**config.mk**
```make
export PLATFORM = sky130hd
export DESIGN_NAME = byte_packer
export DESIGN_NICKNAME = d
export VERILOG_FILES = /design/src/rtl/byte_packer.sv
export SDC_FILE = /design/constraint.sdc
export NUM_CORES = 1
export LEC_CHECK = 0
export BUFFER_PORTS_ARGS = -buffer_cell sky130_fd_sc_hd__buf_2
export CAP_MARGIN = 15
export CORE_ASPECT_RATIO = 0.5
export CORE_UTILIZATION = 45
export DETAILED_ROUTE_END_ITERATION = 8
export GPL_TIMING_DRIVEN = 0
export HOLD_SLACK_MARGIN = 0.08
export MAX_ROUTING_LAYER = met4
export RECOVER_POWER = 100
export SLEW_MARGIN = 20
export SYNTH_ARGS = -nofsm -noshare
export SYNTH_HDL_FRONTEND = slang
export SYNTH_SLANG_ARGS = --single-unit
```
**constraint.sdc**
```tcl
create_clock -name clock -period 3.1 [get_ports clock]
set_input_delay 0.62 -clock clock [delete_from_list [all_inputs] [get_ports clock]]
set_output_delay 0.62 -clock clock [all_outputs]
set_load 0.05 [all_outputs]
```
**src/rtl/byte_packer.sv**
```systemverilog
// byte_packer: packs four consecutive sampled bytes (first byte in the LSB lane)
// into a 32-bit word and queues completed words in a small circular FIFO with a
// valid/ready output. Words completing while the FIFO is full and not popping
// on the same edge are dropped and latched into a sticky overflow flag.
module byte_packer #(
  parameter int DEPTH = 4
) (
  input  logic                     clock,
  input  logic                     reset,
  input  logic [7:0]               in_data,
  input  logic                     in_valid,
  output logic [31:0]              out_data,
  output logic                     out_valid,
  input  logic                     out_ready,
  output logic [$clog2(DEPTH):0]   level,
  output logic                     overflow
);

  localparam int AW = $clog2(DEPTH);
  localparam int LW = AW + 1;

  logic [1:0]    slot_q, slot_d;
  logic [23:0]   partial_q, partial_d;
  logic [31:0]   mem_q [DEPTH];
  logic [AW-1:0] wrPtr_q, wrPtr_d;
  logic [AW-1:0] rdPtr_q, rdPtr_d;
  logic [LW-1:0] level_q, level_d;
  logic          overflow_q, overflow_d;

  logic          wordDone;
  logic [31:0]   completedWord;
  logic          full;
  logic          pop;
  logic          push;

  assign wordDone      = in_valid && (slot_q == 2'd3);
  assign completedWord = {in_data, partial_q};
  assign full          = (level_q == LW'(DEPTH));
  assign pop           = out_valid && out_ready;
  assign push          = wordDone && (!full || pop);

  assign out_valid = (level_q != '0);
  assign out_data  = mem_q[rdPtr_q];
  assign level     = level_q;
  assign overflow  = overflow_q;

  // Lane steering: bytes for slots 0..2 are parked; slot 3 completes the word directly from in_data.
  always_comb begin
    partial_d = partial_q;
    slot_d    = slot_q;
    if (in_valid) begin
      slot_d = slot_q + 2'd1;
      case (slot_q)
        2'd0:    partial_d[7:0]   = in_data;
        2'd1:    partial_d[15:8]  = in_data;
        2'd2:    partial_d[23:16] = in_data;
        default: partial_d        = partial_q;
      endcase
    end
  end

  // FIFO bookkeeping: a pop on the same edge frees room, so push at full is allowed then.
  always_comb begin
    wrPtr_d    = wrPtr_q;
    rdPtr_d    = rdPtr_q;
    level_d    = level_q;
    overflow_d = overflow_q;
    if (push) wrPtr_d = wrPtr_q + AW'(1);
    if (pop)  rdPtr_d = rdPtr_q + AW'(1);
    case ({push, pop})
      2'b10:   level_d = level_q + LW'(1);
      2'b01:   level_d = level_q - LW'(1);
      default: level_d = level_q;
    endcase
    if (wordDone && !push) overflow_d = 1'b1;
  end

  // Control state registers; reset discards partial bytes, queued words and the sticky flag.
  always_ff @(posedge clock) begin
    if (reset) begin
      slot_q     <= 2'd0;
      partial_q  <= 24'd0;
      wrPtr_q    <= '0;
      rdPtr_q    <= '0;
      level_q    <= '0;
      overflow_q <= 1'b0;
    end else begin
      slot_q     <= slot_d;
      partial_q  <= partial_d;
      wrPtr_q    <= wrPtr_d;
      rdPtr_q    <= rdPtr_d;
      level_q    <= level_d;
      overflow_q <= overflow_d;
    end
  end

  // Word storage needs no reset because out_valid masks stale entries.
  always_ff @(posedge clock) begin
    if (!reset && push) mem_q[wrPtr_q] <= completedWord;
  end

endmodule
```
* Word level (Yosys, flattened, before mapping)
Memory sizes are Yosys's and may differ from the RTL's. A register that Yosys moved wholly into a read port is not among the register bits.
Cells that the tools add are included.
** Storage, ports and cells
- Output and inout bits :: 37
- Word-level logic and storage cells :: 40
- Input bits :: 12
- Memories kept :: 1
- Bits in registers :: 34
- Bits in writable memories :: 128
** Operators by class
- Eq/ne operators :: 6
- Multiplexer cells :: 5
- Add/subtract/negate cells :: 5
- Reductions and logical operators :: 15
** Memories
- mem_q :: words 4, width 32, rd ports 1, clocked after memory_dff 1, wr ports 1, line 24 : logic [31:0] mem_q [DEPTH];
** Operators by type and width (number)
- 2-bit by 1-bit adder with 2-bit output, second input constant :: 3
- 2-bit equality test, second input constant :: 3
- 3-bit one-hot mux with 2 select lines :: 1
- 2-bit AND reduction :: 3
- 1-bit logical AND :: 5
- 2-bit by 1-bit equality test with 1-bit output, second input constant :: 2
- 2-bit two-way mux :: 2
- 3-bit by 1-bit adder with 3-bit output, second input constant :: 1
- 3-bit equality test, second input constant :: 1
- 1-bit zero test :: 3
- 3-bit nonzero test :: 1
- 3-bit by 1-bit subtractor with 3-bit output, second input constant :: 1
- 2-bit zero test :: 1
- 1-bit two-way mux :: 2
- 2-bit nonzero test :: 1
- 1-bit logical OR :: 1

* Depth between registers and ports, before layout
Gate-level depths: netlist (run 1).
- Depth in word-level cells :: 7
- Gate-level depth with buffers :: 7
- Gate-level depth less buffers :: 7

* Least setup slack after synthesis (run 1)
No wires, ideal clock.
- Path kind :: register -> register
- Start point :: register level_q[0], in the netlist level[0]
- End point :: memory mem_q[0][0] (enable)
- Period minus slack after synthesis :: 2.364 ns
- Setup time :: 0.392 ns
- Setup slack :: 0.736 ns
- Path buffers :: 0
- Cell stages (with the launch flop) :: 4
- Arrival time :: 1.972 ns
- Required time :: 2.708 ns
- Cell sequence :: dfxtp_1 > nor4b_2 > nor3_1 > and2_1
** On the way
- Word-level cells in the longest chain between the ends :: 7
- Elaborated cells between the ends (all ways) :: 9
- Those cells by class :: 1 x eq/ne; 2 x mux; 6 x reduce/logical
** RTL lines
- start, declared :: line 27 : logic [LW-1:0] level_q, level_d;
- start signal, assigned :: line 92 : level_q <= level_d;
- 3-bit equality test / 3-bit nonzero test (equally long branches) :: line 38, 42
- 1-bit zero test / 1-bit logical AND (equally long branches) :: line 40, 39
- 1-bit logical OR (*) :: line 40 : assign push = wordDone && (!full || pop);
- 1-bit logical AND (*) :: line 40
- 1-bit logical AND (*) :: line 99 : if (!reset && push) mem_q[wrPtr_q] <= completedWord;
- 1-bit two-way mux (*) :: line 99
- 1-bit two-way mux (not written as such) (*) :: line 99
- end, declared :: line 24
Every way passes the cells marked *; elsewhere a longest branch is shown, timed or not.

==> results of run 1 <==
[registers in the layout, summed over array words and instances (netlist names), named ones only]
register   flops
partial_q     24
overflow       1
rdPtr_q        2
wrPtr_q        2
slot_q         2
mem_q        128
level          3
[how the worst max path moves through the flow]
stage	start	end	cells past startpoint
final	flop	out_data[22]	3
after global placement	in_valid	mem_q[3][1]	4
after detailed placement	in_valid	mem_q[0][1]	5
after floorplan	level[0]	mem_q[0][0]	3
after CTS	flop	out_data[13]	3
after global routing	slot_q[0]	mem_q[3][3]	5
[worst max-delay path, cell delays in order, from the launching register on]
cell and delay (ns):
dfxtp_1 0.44, clkbuf_1 0.50, mux4_2 0.32, clkbuf_1 0.47
[cells in the final DEF, fill, tap and decap left out, drive strengths merged, types with 2 or more instances in the layout]
master | Yosys | layout
nor2 | 11 | 11
xnor2 | 4 | 4
clkinv | 0 | 8
nand2 | 31 | 31
clkinvlp | 0 | 2
mux4 | 32 | 32
nand3 | 24 | 24
buf | 9 | 13
a21oi | 26 | 26
bufinv | 0 | 2
ha | 8 | 8
o21ai | 2 | 2
clkbuf | 8 | 73
and2 | 5 | 5
inv | 6 | 8
edfxtp | 128 | 128
dfxtp | 36 | 36
[metal layers]
layer  up-vias  global-route usage (%)  part of all wire (%)
li1       1486                       -                     -
met1      1609                    24.2                    46
met2        96                    29.1                    48
met3        13                    5.19                   5.4
met4         0                    5.39                   1.1
met5         -                       -                     0
[stage by stage]
step	hold slack, ns	total power [mW]	instance area, sq um	setup WS, ns
final	0.507	5.94	7180	0.323
after global routing	0.521	6.17	7180	0.136
after CTS	0.482	6.02	7230	0.316
after detailed placement	0.482	4.03	6660	0.714
after global placement	0.471	3.99	6560	0.101
after floorplan	0.460	3.72	6110	0.736
[Yosys cell counts (all sizes together)]
cell type / number
edfxtp: 128
xnor2: 4
nor2b: 1
or3b: 1
dfxtp: 36
nor2: 11
nor4b: 1
ha: 8
mux2i: 1
o21ai: 2
clkbuf: 8
nor3: 1
nand3: 24
a21boi: 1
fa: 1
a211oi: 1
mux4: 32
a32o: 1
mux2: 1
xor2: 1
buf: 9
inv: 6
or3: 1
and2: 5
a31oi: 1
a21oi: 26
nand2: 31
nor4: 1
o31a: 1
[area by class of cell]
class	instances	share of cell area (%)
buffer	17	0.993
clock buffer	18	5.98
clock inverter	14	1.88
inverter	6	0.314
multi-input combinational	158	20.2
sequential	164	63.6
tap	170	2.96
timing repair buffer	51	4.15
[report_power, final]
part	internal, mW	switching, mW
Clock	1.18	0.818
Combinational	0.460	1.00
Sequential	2.42	0.0654
Total	4.06	1.88
[cells by family (layout without fill, tap and decap cells)]
logic type	after synthesis	after routing	share of synthesized area, %
simple gates	77	77	5.94
fa+ha+maj	9	9	1.96
flops	164	164	74.7
xor+xnor	5	5	0.716
mux	34	34	12.1
compound gates	33	33	3.03
buf+inv	23	106	1.56
==> key figures, run 1 <==
Status
  • Status: finished clean

Timing
  • Worst slew margin: 34.2%
  • Setup violations, final: 0
  • RSZ-0062 raised after global routing: no
  • Fin crit period: 2.78 ns
  • FMAX: 360 MHz
  • Final hold vios: 0
  • Slew Limit Fails: 0
  • Final period util: 89.6%
  • Tightest Pin Transition: 0.986 ns
  • Clock Skew: 0.00816 ns
  • Setup TNS: 0 ns

Clocking
  • H-tree levels: 4
  • Sink Count: 164
  • Root buffer cell: clkbuf_16
  • CTS tree: yes
  • CTS Buf Count: 17
  • Setup bufs post-CTS: 0
  • Register clock-pin slew on the reported worst setup and hold paths: 0.06 ns
  • Worst-Skew Late Latency: 0.41 ns
  • PostCTS Resize Cnt: 0
  • Hold-fix buffers, CTS: 0
  • Clk buf depth: 2

Setup path
  • Crit Path Class: reg2out
  • Critical Path RT: 2.48 ns
  • RR Startpoint: slot_q[0]
  • Endpoint type of the worst setup path: output port
  • R2R Setup Slk: 0.36 ns
  • Crit path max fanout: 10
  • Setup crit start kind: flop
  • Reg2reg end: mem_q[3][3]
  • Critical Path AT: 2.16 ns
  • Worst-case reg-to-reg path depth: 5

Synth
  • Mean cell area of the mapped netlist: 17.7 sq um
  • Syn. warnings: 0
  • Syn Inst Count: 345
  • Mapped Nets: 366
  • Cell type with the largest total area after synthesis: edfxtp_1
  • Post-synth top area share: 62.9%
  • Post-synthesis sequential area ratio: 74.7%
  • Seq cells post-synth: 164
  • Mapped Area: 0.00611 sq mm
  • Synth area leaders: edfxtp_1 63%, dfxtp_1 12%, mux4_2 12%
  • Synth unique cells: 30

Power
  • P per Cell Area: 828 mW/mm^2
  • Pleak: 2.36 nW
  • Peak supply drop: 0.406 mV

Finish
  • Multi-input gate area: 0.00145 sq mm
  • Final Util: 55.4%
  • Layout Cells excl Fill: 598
  • Fin nets: 436
  • Filler cell count in the final layout: 986
  • Sequential cell area: 0.00456 sq mm
  • Area grow syn2layout: 17.5%
  • Layout cells sized above 1: 23.8%
  • Antenna cells: 0

Global routing
  • GRT Util Overall: 18.7%
  • Vias in the first global route: 3,344
  • First-pass GRT wire length: 18.5 mm
  • GR Overflow Total: 0
  • Largest net degree at the start of global routing: 24
  • Initial antenna violation count: 0

Floorplan
  • Die Height: 84.4 um
  • Core Footprint: 0.0130 sq mm
  • Die W: 167 um
  • I/O Pins: 49
  • Die area: 0.0141 sq mm
  • Row count: 29
  • Initial Utilization: 47.2%

Drt
  • DR DRC count: 0
  • DR vias/cell: 5.36
  • Vias: 3,204
  • First drt pass iteration count: 5
  • Routed Antenna Nets: 0
  • Routed WL: 11.6 mm
  • First-iteration detailed-routing DRC count: 261
  • WL/cell: 19.5 um

Placed design
  • Post-DP HPWL: 7.64 mm
  • Placer Congestion: 0.732
  • Placed cells: 566
  • IO buf count: 47

Worst hold path
  • Hold Path Sink: partial_q[17]
  • Hold Path Class: reg2reg
  • HP Start: partial_q[17]
  • Hold Path Stages: 2

Run
  • Max-Cap Viols: 0
Note: power is estimated with default switching activity, not from simulation.
==> run 2: changes to the inputs <==
Settings changed: CORE_UTILIZATION 45 to 40, CTS_CLUSTER_SIZE set to 14.
==> run 2 against run 1 <==
Clock skew up 0.0050 ns. Routed wire length down 2.8%. Die area up 12%. Sequential cell count unchanged. Cell area up 0.70%. Register-to-register slack worse by 0.05 ns. Power up 0.70%. Count of clock-buffer cells in the layout down 1. Critical path depth up 2. Global-route usage down 2.8 points. Maximum frequency down 0.43%. Largest power group unchanged.
==> key figures, run 2 (synthesis gave the netlist of run 1 again) <==
Timing
  • Final period util: 90.0%
  • Final hold slack: 0.495 ns
  • Clock Skew: 0.0131 ns
  • FMAX: 358 MHz
  • Setup TNS: 0 ns
  • Worst slew margin: 34.0%
  • Final hold vios: 0
  • Slew Limit Fails: 0
  • RSZ-0062 raised after global routing: no
  • Tightest Pin Transition: 0.990 ns
  • Setup violations, final: 0
  • Fin crit period: 2.79 ns

Finish
  • Largest register FFs: 128
  • Filler cell count in the final layout: 1,247
  • Layout Cells excl Fill: 626
  • Final Util: 49.2%
  • Biggest register: mem_q
  • Area grow syn2layout: 18.3%
  • Antenna cells: 0
  • Most frequent cells in the layout: 128 x edfxtp_1, 36 x dfxtp_1, 32 x mux4_2, 31 x nand2_1, 30 x clkbuf_2
  • Layout cells sized above 1: 25.0%
  • Fin nets: 436
  • Design Area, Final: 0.00723 sq mm
  • Commonest non-fill, non-tap cell in the layout: edfxtp_1

Floorplan
  • Row count: 31
  • Die W: 177 um
  • I/O Pins: 49
  • Core Footprint: 0.0147 sq mm
  • Die area: 0.0158 sq mm
  • Die Height: 89.4 um
  • Initial Utilization: 41.6%

Setup path
  • Setup crit start kind: flop
  • Critical Path RT: 3.16 ns
  • Critical Path AT: 2.85 ns
  • Crit Path Class: reg2reg
  • Crit path max fanout: 18
  • Endpoint type of the worst setup path: flop

Drt
  • Routed WL: 11.3 mm
  • DR DRC count: 0
  • Routed Antenna Nets: 0
  • WL/cell: 18.1 um
  • DR vias/cell: 5.02
  • First-iteration detailed-routing DRC count: 178
  • First drt pass iteration count: 4
  • Vias: 3,143

Global routing
  • GRT Util Overall: 15.9%
  • First-pass GRT wire length: 17.3 mm
  • Largest net degree at the start of global routing: 19
  • GR Overflow Total: 0
  • Initial antenna violation count: 0
  • Vias in the first global route: 3,057

Clocking
  • H-tree levels: 4
  • CTS Buf Count: 17
  • Sink Count: 164
  • Worst-Skew Late Latency: 0.43 ns
  • Hold-fix buffers, CTS: 0
  • PostCTS Resize Cnt: 0
  • CTS tree: yes
  • Clk buf depth: 2
  • Setup bufs post-CTS: 0
  • Register clock-pin slew on the reported worst setup and hold paths: 0.07 ns
  • Root buffer cell: clkbuf_16

Power
  • Gate power share: 24.1%
  • Sequential share of power: 41.6%
  • Pleak: 2.39 nW
  • Clock power frac: 34.4%
  • Cell Int Power: 4.02 mW
  • P per Cell Area: 828 mW/mm^2
  • Sw Share: 32.9%
  • Sw Pwr: 1.97 mW
  • Peak supply drop: 0.337 mV

Run
  • Max-Cap Viols: 0

Placed design
  • IO buf count: 47
  • Placer Congestion: 0.764
  • DP Area: 0.00671 sq mm
  • Post-DP HPWL: 7.35 mm
  • Placed cells: 594

Worst hold path
  • Hold Path Class: reg2reg

Status
  • Status: finished clean
run 2: changes by cell type in the layout (fill, tap and decap cells not counted), moves of 2 or more:
cell / previous run / this run
clkbuf_1: 26 / 24
clkinv_4: 2 / 0
clkinv_1: 4 / 0
and2_1: 2 / 5
buf_2: 8 / 10
inv_6: 2 / 10
and2_0: 3 / 0
run 2: per-layer routing:
layer	GRT usage [%]	part of all wire [%]	vias to the layer above
li1	-	-	1478
met1	22.1	50	1596
met2	22.5	45	60
met3	4.25	3.9	9
met4	5.41	0.84	0
met5	-	0	-
run 2: through the flow:
step	power (mW)	setup WS (ns)
after floorplan	3.72	0.736
after global routing	6.22	0.145
after global placement	4.02	-0.0265
after CTS	6.07	0.334
final	5.99	0.310
after detailed placement	4.03	0.758
run 2: final cells by class:
class	instances	area, sq um	area share (%)
buffer	17	72.6	1.00
tap	198	248	3.43
timing repair buffer	51	304	4.20
multi-input combinational	158	1440	19.9
clock inverter	15	158	2.18
clock buffer	17	425	5.88
inverter	6	22.5	0.311
sequential	164	4560	63.1
run 2: worst paths after layout:
path,start,cells after the start,slack [ns],endpoint
max,slot_q[0],5,0.31,mem_q[1][3]
min,partial_q[1],2,0.50,partial_q[1]
max reg2reg,slot_q[0],5,0.31,mem_q[1][3]
min reg2reg,partial_q[1],2,0.50,partial_q[1]
run 2: worst max-delay path, stage by stage (launching register included):
cell      delay, ns
dfxtp_1        0.40
ha_1           0.22
nand2_1        0.16
nor3_1         0.32
and2_1         0.71
clkbuf_2       0.60
run 2: power by group through the flow:
| stage | Clock [mW] | Sequential (mW) | Combinational (mW) |
|---|---|---|---|
| 3_5_place_dp | 0 | 2.53 | 1.50 |
| 6_report | 2.06 | 2.49 | 1.44 |
| 4_1_cts | 2.09 | 2.49 | 1.50 |
| 5_1_grt | 2.19 | 2.50 | 1.54 |
| 3_3_place_gp | 0 | 2.53 | 1.49 |
| 2_1_floorplan | 0 | 2.58 | 1.14 |
==> run 3: changes to the inputs <==
Settings changed: CTS_CLUSTER_DIAMETER set to 100, SETUP_SLACK_MARGIN set to 0.4.
Clock period 3.1 ns to 2.42 ns, I/O delays scaled along.
==> run 3 against run 2 <==
Non-clock buffer count up 8. Core utilization up 2.4 points. Setup slack got worse by 0.21 ns. Critical endpoint is now out_data[10].
==> key figures, run 3 (synthesis gave the netlist of run 1 again) <==
Timing
  • Clock Skew: 0.00858 ns
  • FMAX: 431 MHz
  • Final period util: 95.8%
  • Setup violations, final: 0
  • Tightest Pin Transition: 1.13 ns
  • Final hold vios: 0
  • Worst slew margin: 23.5%
  • Fin crit period: 2.32 ns
  • RSZ-0062 raised after global routing: yes
  • Slew Limit Fails: 0
  • Setup TNS: 0 ns
  • Final hold slack: 0.430 ns

Drt
  • Routed WL: 13.0 mm
  • WL/cell: 20.4 um
  • DR vias/cell: 5.11
  • Routed Antenna Nets: 0
  • First drt pass iteration count: 4
  • Vias: 3,262
  • First-iteration detailed-routing DRC count: 319
  • DR DRC count: 0

Power
  • Final Power: 8.40 mW
  • Sequential share of power: 38.1%
  • Gate power share: 27.2%
  • Cell Int Power: 5.79 mW
  • P per Cell Area: 1110 mW/mm^2
  • Sw Pwr: 2.60 mW
  • Pleak: 2.52 nW
  • Clock power frac: 34.7%
  • Peak supply drop: 0.449 mV
  • Sw Share: 31.0%

Floorplan
  • Row count: 31
  • I/O Pins: 49
  • Die area: 0.0158 sq mm
  • Core Footprint: 0.0147 sq mm
  • Die W: 177 um
  • Initial Utilization: 41.6%
  • Die Height: 89.4 um

Clocking
  • CTS tree: yes
  • Root buffer cell: clkbuf_16
  • Worst-Skew Late Latency: 0.42 ns
  • CTS Buf Count: 17
  • Register clock-pin slew on the reported worst setup and hold paths: 0.07 ns
  • Sink Count: 164
  • H-tree levels: 4
  • Clk buf depth: 2
  • Hold-fix buffers, CTS: 0

Global routing
  • Initial antenna violation count: 0
  • Largest net degree at the start of global routing: 17
  • GRT Util Overall: 18.1%
  • GR Overflow Total: 0
  • Vias in the first global route: 3,214
  • First-pass GRT wire length: 19.3 mm

Setup path
  • Endpoint type of the worst setup path: output port
  • Crit Path Class: reg2out
  • Critical-path top delay cell: mux4_2
  • Crit path max fanout: 7
  • Critical Path AT: 1.83 ns
  • Reg2reg end: mem_q[1][29]
  • Setup crit start kind: flop
  • Worst path cell trace: buf_12 -> clkbuf_16 -> mux4_2 -> clkbuf_4
  • RR Startpoint: level[1]
  • Crit path capture: out_data[10]
  • Critical Path RT: 1.94 ns
  • Worst-case reg-to-reg path depth: 3
  • R2R Setup Slk: 0.17 ns
  • Worst path max stage delay: 0.51 ns

Worst hold path
  • Hold Path Stages: 1
  • Hold Path Class: in2reg

Finish
  • Most frequent cells in the layout: 128 x edfxtp_1, 33 x dfxtp_1, 32 x mux4_2, 31 x nand2_1, 30 x clkbuf_4
  • Antenna cells: 0
  • Commonest non-fill, non-tap cell in the layout: edfxtp_1
  • Layout cells sized above 1: 30.0%
  • Biggest register: mem_q
  • Largest register FFs: 128
  • Area grow syn2layout: 24.0%
  • Fin nets: 448

Placed design
  • Post-DP HPWL: 6.98 mm
  • Placer Congestion: 0.728
  • IO buf count: 47

Status
  • Status: finished clean

Run
  • Max-Cap Viols: 0
[run 3: changes by cell type in the layout (fill, tap and decap cells not counted), sizes merged]
cell	change
clkinvlp	+1
and2	+4
inv	-4
bufinv	+3
buf	+8
[run 3: metrics by stage]
step | instances | setup slack, ns | util [%] | instance area, sq um
2_1_floorplan | 345 | 0.405 | - | 6120
3_3_place_gp | 590 | 0.0270 | 44.9 | 6610
3_5_place_dp | 590 | 0.00461 | 44.9 | 6610
4_1_cts | 628 | 0.124 | 51.5 | 7570
5_1_grt | 638 | 0.0535 | 51.6 | 7580
6_report | 638 | 0.101 | 51.6 | 7580
[run 3: metal layers]
| metal | vias up | global-route usage [%] | part of all wire, % |
|---|---|---|---|
| li1 | 1507 | - | - |
| met5 | - | - | 0 |
| met3 | 10 | 4.29 | 7.1 |
| met1 | 1660 | 24.6 | 47 |
| met4 | 0 | 6.19 | 0.83 |
| met2 | 85 | 26.9 | 45 |
[run 3: cell type report]
class / count / area, sq um
Buffer: 17 / 143
Fill cell: 1208 / 7120
Timing Repair Buffer: 59 / 462
Clock inverter: 15 / 214
Inverter: 6 / 22.5
Clock buffer: 17 / 425
Multi-Input combinational cell: 162 / 1500
Tap cell: 198 / 248
Sequential cell: 164 / 4570
[run 3: timing repair]
| item | CTS | global route |
|---|---|---|
| pin swaps | 6 | 4 |
| gates resized for setup | 88 | 14 |
| cloned | 5 | 2 |
| endpoints found under the setup margin | 161 | 161 |
| setup buffers | 1 | 8 |
[run 3: power by group through the flow]
stage               logic [mW]  registers [mW]  clock network (mW)
global route              2.42            3.21                3.07
detailed placement        1.92            3.26                   0
finish                    2.28            3.20                2.92
CTS                       2.32            3.20                2.94
floorplan                 1.46            3.32                   0
global placement          1.90            3.25                   0
[run 3: worst min-delay path by stage]
stage,start,endpoint
finish,in_data[7],mem_q[3][31]
global placement,partial_q[14],partial_q[14]
global route,in_data[7],mem_q[3][31]
detailed placement,partial_q[10],partial_q[10]
CTS,in_data[7],mem_q[3][31]
floorplan,partial_q[0],mem_q[0][0]
[run 3: critical path, delay by kind of cell, from the launching register on]
family | cells | cell delay [ns]
flops | 1 | 0.35
buf+inv | 3 | 0.56
mux | 1 | 0.51
